===== src/rtl/score_disp_pkg.sv =====
// Shared constants and FSM state type for the score display BCD path.
// The top module overrides DIGITS / BIN_W with its own parameters of the same name.
package score_disp_pkg;

  localparam int unsigned DIGITS    = 5;
  localparam int unsigned BCD_W     = 4 * DIGITS;
  localparam int unsigned BIN_W     = 17;
  localparam int unsigned ITER      = BIN_W;
  localparam logic [16:0] SAT_VALUE = 17'd99999;

  typedef enum logic [1:0] {
    S_IDLE  = 2'd0,
    S_SHIFT = 2'd1,
    S_LATCH = 2'd2
  } state_e;

endpackage


===== src/rtl/bcd_add3.sv =====
// Double-dabble digit correction: add 3 to a BCD nibble that is 5 or more.
module bcd_add3 (
  input  logic [3:0] i_nib,
  output logic [3:0] o_nib
);

  // 4-bit add; a corrected digit is at most 12, so no carry is produced.
  assign o_nib = (i_nib >= 4'd5) ? (i_nib + 4'd3) : i_nib;

endmodule


===== src/rtl/score_bcd_sequencer.sv =====
// Once-per-frame binary-to-BCD score sequencer with saturation, one-deep tick pending
// and a leading-zero blank mask; outputs only change at the latch edge.
module score_bcd_sequencer #(
  parameter int unsigned SCORE_W    = 32,
  parameter int unsigned BIN_W      = 17,
  parameter int unsigned DIGITS     = 5,
  parameter bit          LEAD_BLANK = 1'b1
) (
  input  logic                  i_clk,
  input  logic                  i_reset_n,
  input  logic                  i_frame_tick,
  input  logic [SCORE_W-1:0]    i_score,
  output logic [4*DIGITS-1:0]   o_bcd,
  output logic [DIGITS-1:0]     o_blank_mask,
  output logic                  o_digits_valid,
  output logic                  o_busy,
  output logic                  o_overflow
);
  import score_disp_pkg::*;

  localparam int unsigned      BcdW     = 4 * DIGITS;
  localparam int unsigned      CntW     = $clog2(BIN_W);
  localparam logic [SCORE_W-1:0] SatWide = SCORE_W'(SAT_VALUE);
  localparam logic [BIN_W-1:0] SatBin   = BIN_W'(SAT_VALUE);
  localparam logic [CntW-1:0]  CntLast  = CntW'(BIN_W - 1);
  localparam logic [DIGITS-1:0] BlankRst =
      LEAD_BLANK ? {{(DIGITS - 1){1'b1}}, 1'b0} : '0;

  state_e            r_state;
  logic [BIN_W-1:0]  r_bin;
  logic [BcdW-1:0]   r_scratch;
  logic [CntW-1:0]   r_cnt;
  logic              r_pending;
  logic              r_ovf;

  logic [BcdW-1:0]   w_adj;
  logic              w_sat;
  logic [BIN_W-1:0]  w_bin_load;
  logic [DIGITS-1:0] w_blank;
  logic              w_lead;

  for (genvar g = 0; g < DIGITS; g++) begin : g_add3
    bcd_add3 u_add3 (
      .i_nib (r_scratch[4*g +: 4]),
      .o_nib (w_adj[4*g +: 4])
    );
  end

  // Saturation compare uses the full score width so huge scores never alias.
  assign w_sat      = (i_score > SatWide);
  assign w_bin_load = w_sat ? SatBin : i_score[BIN_W-1:0];

  always_comb begin
    w_blank = '0;
    w_lead  = 1'b1;
    if (LEAD_BLANK) begin
      for (int i = DIGITS - 1; i >= 1; i--) begin
        w_lead     = w_lead & (r_scratch[4*i +: 4] == 4'd0);
        w_blank[i] = w_lead;
      end
    end
  end

  always_ff @(posedge i_clk or negedge i_reset_n) begin
    if (!i_reset_n) begin
      r_state        <= S_IDLE;
      r_bin          <= '0;
      r_scratch      <= '0;
      r_cnt          <= '0;
      r_pending      <= 1'b0;
      r_ovf          <= 1'b0;
      o_bcd          <= '0;
      o_blank_mask   <= BlankRst;
      o_digits_valid <= 1'b0;
      o_busy         <= 1'b0;
      o_overflow     <= 1'b0;
    end else begin
      o_digits_valid <= 1'b0;
      unique case (r_state)
        S_IDLE: begin
          if (i_frame_tick) begin
            r_bin     <= w_bin_load;
            r_ovf     <= w_sat;
            r_scratch <= '0;
            r_cnt     <= '0;
            o_busy    <= 1'b1;
            r_state   <= S_SHIFT;
          end
        end
        S_SHIFT: begin
          if (i_frame_tick) begin
            r_pending <= 1'b1;
          end
          {r_scratch, r_bin} <= {w_adj, r_bin} << 1;
          r_cnt              <= r_cnt + 1'b1;
          if (r_cnt == CntLast) begin
            r_state <= S_LATCH;
          end
        end
        S_LATCH: begin
          o_bcd          <= r_scratch;
          o_blank_mask   <= w_blank;
          o_overflow     <= r_ovf;
          o_digits_valid <= 1'b1;
          // A tick landing on this edge counts as pending: restart immediately.
          if (r_pending || i_frame_tick) begin
            r_bin     <= w_bin_load;
            r_ovf     <= w_sat;
            r_scratch <= '0;
            r_cnt     <= '0;
            r_pending <= 1'b0;
            r_state   <= S_SHIFT;
          end else begin
            o_busy  <= 1'b0;
            r_state <= S_IDLE;
          end
        end
        default: begin
          r_state <= S_IDLE;
        end
      endcase
    end
  end

endmodule


===== config.mk =====
export PLATFORM = sky130hd
export DESIGN_NAME = score_bcd_sequencer
export DESIGN_NICKNAME = d
export VERILOG_FILES = /design/src/rtl/score_disp_pkg.sv /design/src/rtl/bcd_add3.sv /design/src/rtl/score_bcd_sequencer.sv
export SDC_FILE = /design/constraint.sdc
export NUM_CORES = 1
export LEC_CHECK = 0
export ABC_CLOCK_PERIOD_IN_PS = 1400
export BUFFER_PORTS_ARGS = -buffer_cell sky130_fd_sc_hd__buf_4
export CELL_PAD_IN_SITES_DETAIL_PLACEMENT = 1
export CELL_PAD_IN_SITES_GLOBAL_PLACEMENT = 2
export CORE_MARGIN = 5
export CORE_UTILIZATION = 32
export DETAILED_ROUTE_END_ITERATION = 8
export GPL_ROUTABILITY_DRIVEN = 0
export GPL_TIMING_DRIVEN = 0
export MAX_ROUTING_LAYER = met4
export PLACE_DENSITY = 0.87
export SYNTH_ARGS = -nofsm -noshare
export SYNTH_HDL_FRONTEND = slang
export SYNTH_SLANG_ARGS = --single-unit

===== constraint.sdc =====
create_clock -name i_clk -period 1.4 [get_ports i_clk]
set_input_delay 0.14 -clock i_clk [delete_from_list [all_inputs] [get_ports i_clk]]
set_output_delay 0.14 -clock i_clk [all_outputs]
set_load 0.005 [all_outputs]

**Yosys cells after proc, flatten, opt, wreduce, memory -nomap -nowiden**

Index checks and enable logic that the tools add are counted.

- Flip-flop bits (word level): 73
- Bits of input ports: 35
- Word-level logic and storage cells: 76

- Muxes and demuxes: 28
- Equality and inequality tests: 8
- Bitwise logic cells: 3
- Reductions and logical operators: 14
- $add $sub $neg: 6
- $lt $le $gt $ge: 6

Operators by type and width:

| operator | count |
|---|---|
| $pmux W20 S3 | 1 |
| $mux W17 | 3 |
| $pmux W17 S3 | 1 |
| $mux W20 | 2 |
| $gt A32 B17 Y1 const B | 1 |
| $ge A4 B3 Y1 const B | 5 |
| $add A4 B2 Y4 const B | 4 |
| $logic_not A4 Y1 | 4 |
| $mux W4 | 4 |
| $pmux W5 S3 | 1 |
| $reduce_and A3 Y1 | 4 |
| $mux W5 | 2 |
| $ne A2 B2 Y1 const B | 5 |
| $mux W1 | 7 |
| $pmux W1 S2 | 3 |
| $pmux W2 S3 | 1 |
| $add A5 B1 Y5 const B | 1 |
| $eq A5 B5 Y1 const B | 1 |
| $mux W2 | 2 |
| $reduce_bool A2 Y1 | 2 |
| $add A3 B2 Y3 const B | 1 |
| $and A1 B1 Y1 | 3 |
| $mux W3 | 1 |
| $reduce_bool A3 Y1 | 1 |
| 5 further kinds | 5 |

**Longest topological paths before layout**

- Depth after elaboration: 4
- Depth in mapped cells: 7
- Gate-level depth less buffers: 6

**By module**

A second synthesis with hierarchy kept.

- Cell total of the unflattened synthesis: 429
- Area total of the unflattened synthesis: 3684.8 µm²

Modules (own cells, without submodules):

| module | area each (µm²) | cells each | times used |
|---|---|---|---|
| score_bcd_sequencer | 3178.0 | 349 | 1 |
| bcd_add3 | 101.3 | 16 | 5 |

**Least setup slack after synthesis**

OpenSTA, ideal clock, no wires.

- Kind: flip-flop to flip-flop
- From: register r_scratch[0]
- To: register r_scratch[2]
- Slack: -0.104 ns
- Path buffers: 0
- Library setup time: 0.083 ns
- Stages on the path, launching flop included: 7
- Arrival: 1.422 ns
- Clock period less this slack: 1.504 ns
- Required time: 1.317 ns
- Path through: dfrtp_1 > inv_1 > ha_1 > nand2b_1 > a21oi_1 > mux2_2 > o22ai_1

- Longest elaborated chain between the ends: 3
- Elaborated cells between the ends (all ways): 4

Ends and longest elaborated chain:

| element | RTL line | text |
|---|---|---|
| start, declared | score_bcd_sequencer.sv:31 | `logic [BcdW-1:0] r_scratch;` |
| start signal, assigned | score_bcd_sequencer.sv:94 | `{r_scratch, r_bin} <= {w_adj, r_bin} << 1;` |
| $add A4 B2 Y4 / $ge A4 B3 Y1 (equally long branches) | bcd_add3.sv:8 | `assign o_nib = (i_nib >= 4'd5) ? (i_nib + 4'd3) : i_nib;` |
| $mux W4 (*) | bcd_add3.sv:8 |  |
| $pmux W20 S3 (*) | score_bcd_sequencer.sv:79 | `unique case (r_state)` |

Every way passes the cells marked *; elsewhere a longest branch is shown, timed or not.
A chain may end at the register's enable or synchronous reset.

**Worst setup path in the final report**

- From: register r_state[0]
- To: register r_scratch[11]

- Longest elaborated chain between the ends: 3
- Elaborated cells between the ends (all ways): 8

Ends and longest elaborated chain:

| element | RTL line | text |
|---|---|---|
| start, declared | score_bcd_sequencer.sv:29 | `state_e r_state;` |
| start signal, assigned | score_bcd_sequencer.sv:66 | `r_state <= S_IDLE;` |
| start signal, assigned | score_bcd_sequencer.sv:87 | `r_state <= S_SHIFT;` |
| start signal, assigned | score_bcd_sequencer.sv:97 | `r_state <= S_LATCH;` |
| $eq A2 B2 Y1 (tied with other cells) | score_bcd_sequencer.sv:79 |  |
| $ne A2 B2 Y1 (no line) / $reduce_bool A3 Y1 (equally long branches) | - |  |
| $reduce_and A3 Y1 (no line) | - |  |

Several ways; a longest one is shown, not always the timed one.

==> impl_metrics.env <==
export IMPL_status="complete, but fails checks"
export IMPL_violations="negative setup slack"
export IMPL_power_density_mw_per_mm2=2140
export IMPL_crit_path_end_kind="register"
export IMPL_top_usage_layer="met2"
export IMPL_die_x_um=115
export IMPL_area_growth_pct=47.5
export IMPL_worstRegToRegCells=5
export IMPL_cts_buffers=9
export IMPL_arrival_ns=1.72
export IMPL_slowest_stage="dfrtp_1"
export IMPL_synth_top_area_share_pct=49.2
export IMPL_fmax_ghz=0.673
export IMPL_cts_tree="built"
export IMPL_rows=38
export IMPL_crit_chain="buf_6 > o21ai_2 > buf_6 > o31ai_1 > a32o_1"
export IMPL_drt_pass1_iterations=4
export IMPL_cp_common_cell="buf_6"
export IMPL_leakage_uw=0.00235
export IMPL_max_slew_margin_pct=37.9
export IMPL_post_route_drc_count=0
export IMPL_htree_num_levels=3
export IMPL_cp_start_kind="register"
export IMPL_synthCells=327
export IMPL_syn_area_mm2=0.00351
export IMPL_clkSinkCount=73
export IMPL_antenna_found_initial=0
export IMPL_core_area_mm2=0.0108
export IMPL_dieHeight_um=115
export IMPL_grt_pass1_vias=3349
export IMPL_synth_main_ff_cell="dfrtp_1"
export IMPL_synth_edf_count=0
export IMPL_power_share_combinational_pct=53.2
export IMPL_r2r_slack_ns=-0.09
export IMPL_routedWlPerCell_um=19.0
export IMPL_worstSetupPathType="reg2reg"
export IMPL_final_antenna_net_count=0
export IMPL_grt_total_usage_pct=17.3
export IMPL_fin_ws_ns=-0.0860
export IMPL_dp_hpwl_mm=6.61
export IMPL_cts_max_path_buffers=2
export IMPL_synth_top_cell_by_area="dfrtp_1"
export IMPL_max_cap_viol_count=0
export IMPL_crit_required_ns=1.64
export IMPL_multi_input_area_mm2=0.00190
export IMPL_nNetsFinal=494
export IMPL_synth_common_cells="69 x dfrtp_1, 42 x nand2_1, 21 x o21ai_0"
export IMPL_synth_seq_cells=73
export IMPL_buffer_ports_inserted=61
export IMPL_diodes=0
export IMPL_reg2reg_from="r_state[0]"
export IMPL_rsz0062_at_grt="yes"
export IMPL_drive_gt1_share_pct=48.7
export IMPL_dieArea_mm2=0.0132
export IMPL_period_share_pct=106
export IMPL_min_to="r_bin[2]"
export IMPL_drv_slew=0
export IMPL_fin_crit_ns=1.49
export IMPL_ys_types=42
export IMPL_grtUsageMet3_pct=2.33
export IMPL_globalRouteOverflowTotal=0
export IMPL_via_per_inst=5.17
export IMPL_placed_cell_area_mm2=0.00420
export IMPL_max_stage_delay_ns=0.38
export IMPL_clkTransAtPathRegs_ns=0.07
export IMPL_grt_pass1_wl_mm=17.3
export IMPL_setup_viol=21
export IMPL_hold_path_depth=2
export IMPL_p_seq_share_pct=33.8
export IMPL_synth_most_common_cell="dfrtp_1"
export IMPL_tightest_slew_ns=0.932
export IMPL_initial_core_util_pct=32.5
export IMPL_synth_area_leaders="dfrtp_1 49%, ha_1 5.3%, mux2_2 4.5%"
export IMPL_dp_cells=528
export IMPL_synthArstFlopShare_pct=100
export IMPL_crit_cells=5
export IMPL_internal_power_uw=6860
export IMPL_fin_cells=588
export IMPL_vias=3041
export IMPL_clock_skew_ns=0.00770
export IMPL_post_route_util_pct=48.0
export IMPL_hold_path_startpoint="i_score[2]"
export IMPL_hold_viol_final=0
export IMPL_p_sw_uw=4220
export IMPL_io_pins=63
export IMPL_crit_family="compound AO/OA/AOI/OAI gates"
export IMPL_synth_yosys_seq_area_share_pct=52.2
export IMPL_hold_path_class="in2reg"
export IMPL_ys_warn_count=0
export IMPL_fin_area_mm2=0.00518
export IMPL_grt_util_met2_pct=30.3
export IMPL_clkPwrFrac_pct=13.0
export IMPL_routed_wl_mm=11.2
export IMPL_seqCellArea_mm2=0.00184
export IMPL_grt_max_degree=74
export IMPL_nFillCells=1186
export IMPL_drtIter0Drc=122
export IMPL_syn_num_nets=377
export IMPL_r2r_end="r_scratch[11]"
export IMPL_syn_avg_cell_area_um2=10.7
export IMPL_cp_max_fo=10
export IMPL_irDropWorstVdd_uv=778
export IMPL_clkLatencyLatePin_ns=0.35
export IMPL_crit_buf_inv=2
export IMPL_p_sw_share_pct=38.1
export IMPL_cts_root_buf="clkbuf_8"
export IMPL_use_met1_pct=20.9
-- power by group through the flow --
| stage | Clock [uW] | Combinational (uW) | Sequential, uW |
|---|---|---|---|
| after floorplan | 0 | 2640 | 3480 |
| after global placement | 0 | 3630 | 3590 |
| after detailed placement | 0 | 3810 | 3640 |
| after CTS | 1470 | 4930 | 3640 |
| after global routing | 1560 | 6440 | 3830 |
| final | 1440 | 5900 | 3740 |
-- state kept, by name (all words and copies together) (netlist names) --
| name | cells |
|---|---|
| o_bcd | 20 |
| r_scratch | 20 |
| r_bin | 17 |
| r_cnt | 5 |
| o_blank_mask | 4 |
| r_state | 2 |
| o_busy | 1 |
| o_digits_valid | 1 |
| o_overflow | 1 |
| r_ovf | 1 |
| r_pending | 1 |
-- final cells by class --
cell class	count	area share, %
Timing Repair Buffer	107	15.9
Clock buffer	14	2.95
Buffer	19	4.16
Sequential cell	73	35.5
Tap cell	140	3.38
Multi-Input combinational cell	217	36.8
Clock inverter	1	0.0967
Inverter	17	1.33
-- cells in the final DEF, fill, tap and decap left out, types with 4 or more instances in the layout --
cell        n
a21oi_1     7
nor2_1      8
o22a_1      8
xor2_1      4
buf_4     104
o22ai_1    10
mux2_2     11
nand2_1    41
o31ai_1     9
nand2b_4    7
ha_4        8
clkbuf_8   14
dfstp_2     4
buf_6       9
o21ai_1     6
inv_2       8
a31o_1      4
nand4_1     4
dfrtp_1    66
clkbuf_1    5
a21oi_4     6
ha_2        4
inv_1       7
a32o_1      6
xnor2_2     4
o31a_1      8
o21ai_0    15
-- how the worst max path moves through the flow --
stage | startpoint | to | slack (ns)
finish | r_state[0] | r_scratch[11] | -0.09
CTS | r_state[0] | r_bin[2] | -0.05
floorplan | r_scratch[0] | r_scratch[2] | -0.03
global route | r_scratch[12] | r_scratch[14] | -0.14
detailed placement | r_state[0] | r_scratch[5] | -0.44
global placement | r_state[0] | o_bcd[1] | -0.41
-- what timing repair did --
item | CTS | global route
cloned | 1 | 0
resized for setup | 73 | 49
buffers inserted | 32 | 12
setup endpoints to repair | 70 | 59
endpoints found under the hold margin | 69 | 0
hold buffers | 1 | 0
pin swaps | 17 | 15
-- stage by stage --
step	power [uW]	setup slack [ns]	TNS, ns	hold slack [ns]
detailed placement	7450	-0.444	-19.47	0.343
finish	11100	-0.0860	-0.735	0.0136
CTS	10000	-0.0533	-0.650	0.00867
floorplan	6110	-0.0324	-0.0392	-0.156
global route	11800	-0.140	-2.61	0.0157
global placement	7220	-0.411	-17.48	0.338
-- kinds of logic (layout without fill, tap and decap cells) --
kind of cell | after synthesis | after routing | share of synthesized area (%)
AOI/OAI and AO/OA | 100 | 100 | 19.6
and+or+nand+nor | 76 | 76 | 11.0
DFF | 73 | 73 | 52.2
buffers and inverters | 37 | 158 | 4.42
muxes | 16 | 16 | 5.06
adders and majority gates | 15 | 15 | 5.35
xor gates and xnor gates | 9 | 9 | 2.25
other | 1 | 1 | 0.107
-- routing by layer --
| metal | part of all wire, % | wire [um] |
|---|---|---|
| met2 | 53 | 5900 |
| met3 | 4.4 | 496 |
| met1 | 41 | 4620 |
| met5 | 0 | 0 |
| met4 | 1.4 | 161 |
(Power assumes the default switching activity.)
